==> src/rtl/sub16_pipe.sv <==
//============================================================================
// Module  : sub16_pipe
// Purpose : Two-stage pipelined subtractor, DIFF = A - B - BIN.
//           Stage 1 computes the low LO_W bits and registers the internal
//           borrow together with the high operand slices. Stage 2 finishes
//           the high slice and registers DIFF and the flags. Valid/ready
//           handshake on both sides, 1 op/cycle, 2-cycle latency.
// Ports   : clk, rst_n (async, active-low)
//           in_valid / in_ready / A / B / BIN         - operand side
//           out_valid / out_ready / DIFF / BOUT / OVF / ZERO - result side
// Config  : define SUB16_SAT_EN to saturate DIFF on signed overflow
//           (OVF and BOUT still report the raw result).
// Revision: 1.0 - initial release
//============================================================================
`default_nettype none

module sub16_pipe #(
  parameter int WIDTH = 16,
  parameter int LO_W  = WIDTH / 2
) (
  input  logic             clk,
  input  logic             rst_n,
  input  logic             in_valid,
  output logic             in_ready,
  input  logic [WIDTH-1:0] A,
  input  logic [WIDTH-1:0] B,
  input  logic             BIN,
  output logic             out_valid,
  input  logic             out_ready,
  output logic [WIDTH-1:0] DIFF,
  output logic             BOUT,
  output logic             OVF,
  output logic             ZERO
);

  localparam int HI_W = WIDTH - LO_W;

  // Stage-1 registers
  logic            r_s1_valid;
  logic [LO_W-1:0] r_lo_diff;
  logic            r_borrow_mid;
  logic [HI_W-1:0] r_a_hi;
  logic [HI_W-1:0] r_b_hi;

  // Handshake
  logic w_adv1;
  logic w_adv2;
  logic w_accept;

  // Arithmetic
  logic [LO_W:0]      w_lo_sum;
  logic [HI_W:0]      w_hi_sum;
  logic [WIDTH-1:0]   w_raw_diff;
  logic [WIDTH-1:0]   w_diff;
  logic               w_ovf;
  logic               w_bout;

  // Stage 2 may move when its output slot is empty or being drained;
  // stage 1 may move when it is empty or stage 2 moves. No skid buffer,
  // so in_ready is combinational from out_ready.
  assign w_adv2   = ~out_valid | out_ready;
  assign w_adv1   = ~r_s1_valid | w_adv2;
  assign in_ready = w_adv1;
  assign w_accept = in_valid & w_adv1;

  // Subtraction as A + ~B + ~BIN; the carry out of the low slice is the
  // inverse of the borrow passed to the high slice.
  assign w_lo_sum = {1'b0, A[LO_W-1:0]} + {1'b0, ~B[LO_W-1:0]}
                  + {{LO_W{1'b0}}, ~BIN};

  assign w_hi_sum = {1'b0, r_a_hi} + {1'b0, ~r_b_hi}
                  + {{HI_W{1'b0}}, ~r_borrow_mid};

  assign w_raw_diff = {w_hi_sum[HI_W-1:0], r_lo_diff};
  assign w_bout     = ~w_hi_sum[HI_W];
  assign w_ovf      = (r_a_hi[HI_W-1] ^ r_b_hi[HI_W-1])
                    & (r_a_hi[HI_W-1] ^ w_raw_diff[WIDTH-1]);

`ifdef SUB16_SAT_EN
  // Overflow means the true result left the signed range in the direction
  // of A's sign, so clamp towards that end.
  always_comb begin
    w_diff = w_raw_diff;
    if (w_ovf) begin
      w_diff = r_a_hi[HI_W-1] ? {1'b1, {(WIDTH-1){1'b0}}}
                              : {1'b0, {(WIDTH-1){1'b1}}};
    end
  end
`else
  assign w_diff = w_raw_diff;
`endif

  // Stage 1: low slice
  always_ff @(posedge clk or negedge rst_n) begin
    if (!rst_n) begin
      r_s1_valid   <= 1'b0;
      r_lo_diff    <= '0;
      r_borrow_mid <= 1'b0;
      r_a_hi       <= '0;
      r_b_hi       <= '0;
    end else begin
      if (w_adv1) begin
        r_s1_valid <= in_valid;
      end
      if (w_accept) begin
        r_lo_diff    <= w_lo_sum[LO_W-1:0];
        r_borrow_mid <= ~w_lo_sum[LO_W];
        r_a_hi       <= A[WIDTH-1:LO_W];
        r_b_hi       <= B[WIDTH-1:LO_W];
      end
    end
  end

  // Stage 2: high slice, flags and output register. Data is only reloaded
  // when a real op moves in, so a bubble leaves the last result untouched.
  always_ff @(posedge clk or negedge rst_n) begin
    if (!rst_n) begin
      out_valid <= 1'b0;
      DIFF      <= '0;
      BOUT      <= 1'b0;
      OVF       <= 1'b0;
      ZERO      <= 1'b0;
    end else if (w_adv2) begin
      out_valid <= r_s1_valid;
      if (r_s1_valid) begin
        DIFF <= w_diff;
        BOUT <= w_bout;
        OVF  <= w_ovf;
        ZERO <= (w_diff == '0);
      end
    end
  end

endmodule

`default_nettype wire

==> config.mk <==
export PLATFORM = sky130hd
export DESIGN_NAME = sub16_pipe
export DESIGN_NICKNAME = d
export VERILOG_FILES = /design/src/rtl/sub16_pipe.sv
export SDC_FILE = /design/constraint.sdc
export NUM_CORES = 1
export LEC_CHECK = 0
export ABC_CLOCK_PERIOD_IN_PS = 2500
export CAP_MARGIN = 20
export CORE_MARGIN = 2
export CORE_UTILIZATION = 40
export DETAILED_ROUTE_END_ITERATION = 16
export GPL_ROUTABILITY_DRIVEN = 1
export PLACE_DENSITY = 0.69
export RECOVER_POWER = 25
export SETUP_SLACK_MARGIN = 0.05
export SLEW_MARGIN = 10
export SYNTH_ARGS = -nofsm -noshare
export SYNTH_HDL_FRONTEND = slang
export SYNTH_SLANG_ARGS = --single-unit
==> constraint.sdc <==
create_clock -name clk -period 2.5 [get_ports clk]
set_clock_uncertainty 0.05 [all_clocks]
set_input_delay 0.375 -clock clk [delete_from_list [all_inputs] [get_ports clk]]
set_output_delay 0.375 -clock clk [all_outputs]
set_load 0.005 [all_outputs]
# Word-level counts from Yosys, hierarchy flattened
# Index checks and enable logic that the tools add are counted.
[word_totals]
input_bits = 37
regBits = 46
word_cells = 30
output_inout_bits = 21
[classes]
bitwise_logic = 14
reduce_logical = 2
add_sub_neg = 4
[op_table]
columns = ["operator", "n"]
rows = [
  ["adder 8 x 8 -> 9 bit", 2],
  ["adder 9 x 1 -> 9 bit", 2],
  ["logical NOT 16 bit", 1],
  ["NOT 8 bit", 2],
  ["NOT 1 bit", 6],
  ["AND 1 bit", 2],
  ["bitwise OR 1 bit", 2],
  ["AND reduction 2 bit", 1],
  ["bitwise XOR 1 bit", 2],
]

# Depth between registers and ports, before layout
[depth]
word_depth = 5
ltp_mapped = 9
ltp_nobuf = 9

# Least setup slack after synthesis
# OpenSTA, ideal clock, no wires.
[synth_path]
path_kind = "flip-flop to flip-flop"
start = "reg r_borrow_mid"
end = "reg ZERO"
stages_incl_launch_ff = 10
setup_ns = 0.120
t_required_ns = 2.330
arrival_time_ns = 2.188
path_slack_ns = 0.143
path_buffers = 0
synth_period_minus_slack_ns = 2.357
path_cell_list = "dfrtp_1 inv_1 fa_1 fa_1 a211oi_1 o21bai_1 a21oi_1 xnor2_1 nor3b_1 a31o_1"
[synth_via]
elab_chain_len = 3
[synth_rtl]
columns = ["item", "line_no", "text"]
rows = [
  ["start, declared", "41", "logic r_borrow_mid;"],
  ["start signal, assigned", "107", "r_borrow_mid <= ~w_lo_sum[LO_W];"],
  ["NOT 1 bit", "72", "+ {{HI_W{1'b0}}, ~r_borrow_mid};"],
  ["adder 9 x 1 -> 9 bit", "72", ""],
  ["logical NOT 16 bit", "129", "ZERO <= (w_diff == '0);"],
  ["end signal, assigned", "129", ""],
  ["end, declared", "33", "output logic ZERO"],
]
# No other way between the ends.
# A chain may end at the register's enable or synchronous reset.

# Worst setup path in the final report
# Same ends and word-level chain as after synthesis.

==> impl_metrics.tcl <==
set metrics [dict create \
    vias 1743 \
    diodes 0 \
    timing.rr.end "ZERO" \
    gr-total-overflow 0 \
    ys_seq_area_share_pct 48.1 \
    synth-edff-count 0 \
    cts_tree "done" \
    worst_setup_path_start_kind "flip-flop" \
    grt_pass1_wl_mm 7.82 \
    yosys.area.top_type "dfrtp_1" \
    netlist_area_um2 2390 \
    ant_nets 0 \
    relSlewSlack_pct 44.1 \
    synth_top_cell_area_share_pct 48.1 \
    synth.area.top_cells "dfrtp_1, mux2_2, ha_1" \
    num-fill-cells 510 \
    finalSetupViolations 0 \
    arrival_ns 2.51 \
    synth_area_per_cell_um2 11.3 \
    antenna_found_initial 0 \
    drive_gt1_share_pct 19.4 \
    fmax_ghz 0.423 \
    clk_path_buf_depth 2 \
    hold_viol 0 \
    grt_max_degree 35 \
    die_y_um 81.4 \
    synth_ff_type "dfrtp_1" \
    route.detailed.drc 0 \
    max_cap_viol_count 0 \
    ir_drop_mv 0.410 \
    cts_sinks 46 \
    whs_path_depth 2 \
    syn-num-nets 267 \
    first_pass_iters 4 \
    syn_to_final_growth_pct 34.9 \
    critical_path_class "flip-flop to flip-flop" \
    min_from "OVF" \
    reg2reg_from "r_borrow_mid" \
    clockRootBuffer "clkbuf_8" \
    finalNetCount 332 \
    path_max_fanout 2 \
    start_util_pct 40.9 \
    rsz0062_at_grt "no" \
    mostFrequentLayoutCell "clkdlybuf4s50_1" \
    rrSetupSlack_ns 0.13 \
    place_congestion 0.757 \
    cts_inserted_buffers 5 \
    crit_required_ns 2.65 \
    ios 58 \
    total_power_mw 2.52 \
    ys_warn_count 0 \
    clk_pin_slew_ns 0.08 \
    cp-end-kind "flip-flop" \
    final_util_pct 55.2 \
    clk_latency_ns 0.30 \
    die-area_um2 6620 \
    htreeDepth 2 \
    core_region_area_um2 5850 \
    final.period_utilization_pct 94.6 \
    reg2regPathDepth 9 \
    final_cell_mix "clkdlybuf4s50_1, dfrtp_1, mux2_2, inv_1, nand2_1" \
    hpwlAfterDp_mm 3.49 \
    maxSlewViolCount 0 \
    leakagePower_nw 1.42 \
    drt_iter0_drc 66 \
    status "finished, final reports clean" \
    hp-class "flip-flop to flip-flop" \
    tightest_slew_ns 0.839 \
    synth-async-reset-ratio_pct 100 \
    first_global_vias 1725 \
    die_w_um 81.4 \
    routed_wl_mm 4.57 \
    rows 28 \
    min_to "OVF" \
    synth-seq-cells 46 \
    routed_via_density 4.94 \
    grt_use_total_pct 15.3 \
    pwr_density_cell_nw_per_um2 782 \
    ys_types 37 \
    numPortBuffers 57 \
    synthCells 212 \
    wl_per_cell_um 12.9 \
    fin_crit_ns 2.37 \
]
[cells in the mapped netlist, drive strengths merged, types with 3 or more instances]
cell and instances:
dfrtp 46, mux2 27, inv 20, nand2 16
o21ai 16, ha 14, xor2 8, a21oi 7
nand2b 6, nor2 6, o21a 6, o31ai 5
fa 4, a211oi 3, clkbuf 3, or4 3
[cell families (layout without fill, tap and decap cells)]
| family | count (synthesis) | count (layout) | synth area share (%) |
|---|---|---|---|
| fa+ha+maj | 18 | 18 | 10.7 |
| compound gates | 44 | 44 | 11.9 |
| xor+xnor | 10 | 10 | 3.66 |
| mux | 27 | 27 | 12.7 |
| flops | 46 | 46 | 48.1 |
| buf+inv | 25 | 91 | 3.97 |
| simple gates | 42 | 42 | 8.99 |
[how the worst max path moves through the flow]
stage,from,endpoint,slack (ns),depth (start not counted)
after floorplan,r_borrow_mid,ZERO,0.14,9
after global placement,A[0],r_borrow_mid,-0.24,10
after detailed placement,A[0],r_borrow_mid,-0.29,10
after CTS,A[0],r_borrow_mid,0.06,10
after global routing,A[0],r_borrow_mid,0.05,10
final,r_borrow_mid,ZERO,0.13,9
[layer usage]
layer	GRT usage, %	vias up	routed length [µm]	share of wire, %
li1	-	865	-	-
met1	20.4	831	2110	46
met2	24.7	41	2180	48
met3	3.89	6	226	4.9
met4	4.58	0	54	1.2
met5	0	-	0	0
[state kept, by name, summed over array words and instances (netlist names)]
name / count
OVF: 1
r_b_hi: 8
DIFF: 16
r_s1_valid: 1
ZERO: 1
r_lo_diff: 8
r_borrow_mid: 1
BOUT: 1
out_valid: 1
r_a_hi: 8
[where the power goes]
part	total [mW]	internal [mW]	switching, mW
clock	0.550	0.297	0.253
combinational	0.924	0.548	0.376
sequential	1.05	0.931	0.118
total	2.52	1.78	0.747
[critical path: stages, from the launching register on]
cell and delay [ns]:
dfrtp_1 0.35, inv_1 0.06, fa_2 0.41, buf_4 0.15, a211oi_2 0.17, nor2_1 0.09, or4_4 0.44, a31oi_4 0.23
xor2_2 0.11, a31o_1 0.21
[timing repair]
action                                  in CTS  in global routing
setup buffers                                0                  1
hold buffers                                 1                  0
hold endpoints to repair                    15                  0
pin swaps                                    2                  4
resized for setup                            4                  7
endpoints found under the setup margin       4                  7
[per-stage QoR]
| step | hold slack, ns | TNS [ns] | cell area, µm² | worst slack (ns) | instances |
|---|---|---|---|---|---|
| final | 0.448 | 0 | 3230 | 0.135 | 353 |
| after global routing | 0.479 | 0 | 3230 | 0.0466 | 353 |
| after CTS | 0.452 | 0 | 3220 | 0.0595 | 352 |
| after detailed placement | 0.256 | -0.611 | 3080 | -0.286 | 343 |
| after global placement | 0.248 | -0.494 | 3080 | -0.236 | 343 |
| after floorplan | 0.0294 | 0 | 2390 | 0.143 | 212 |
[final cells by class]
cell class                 count  area [µm²]  area share, %
clock buffer                   5        68.8           2.13
sequential                    46        1150           35.7
multi-input combinational    141        1190           36.8
clock inverter                 3        45.0           1.40
tap                           75        93.8           2.91
inverter                      20        75.1           2.33
timing repair buffer          63         607           18.8
(Power assumes the default switching activity.)
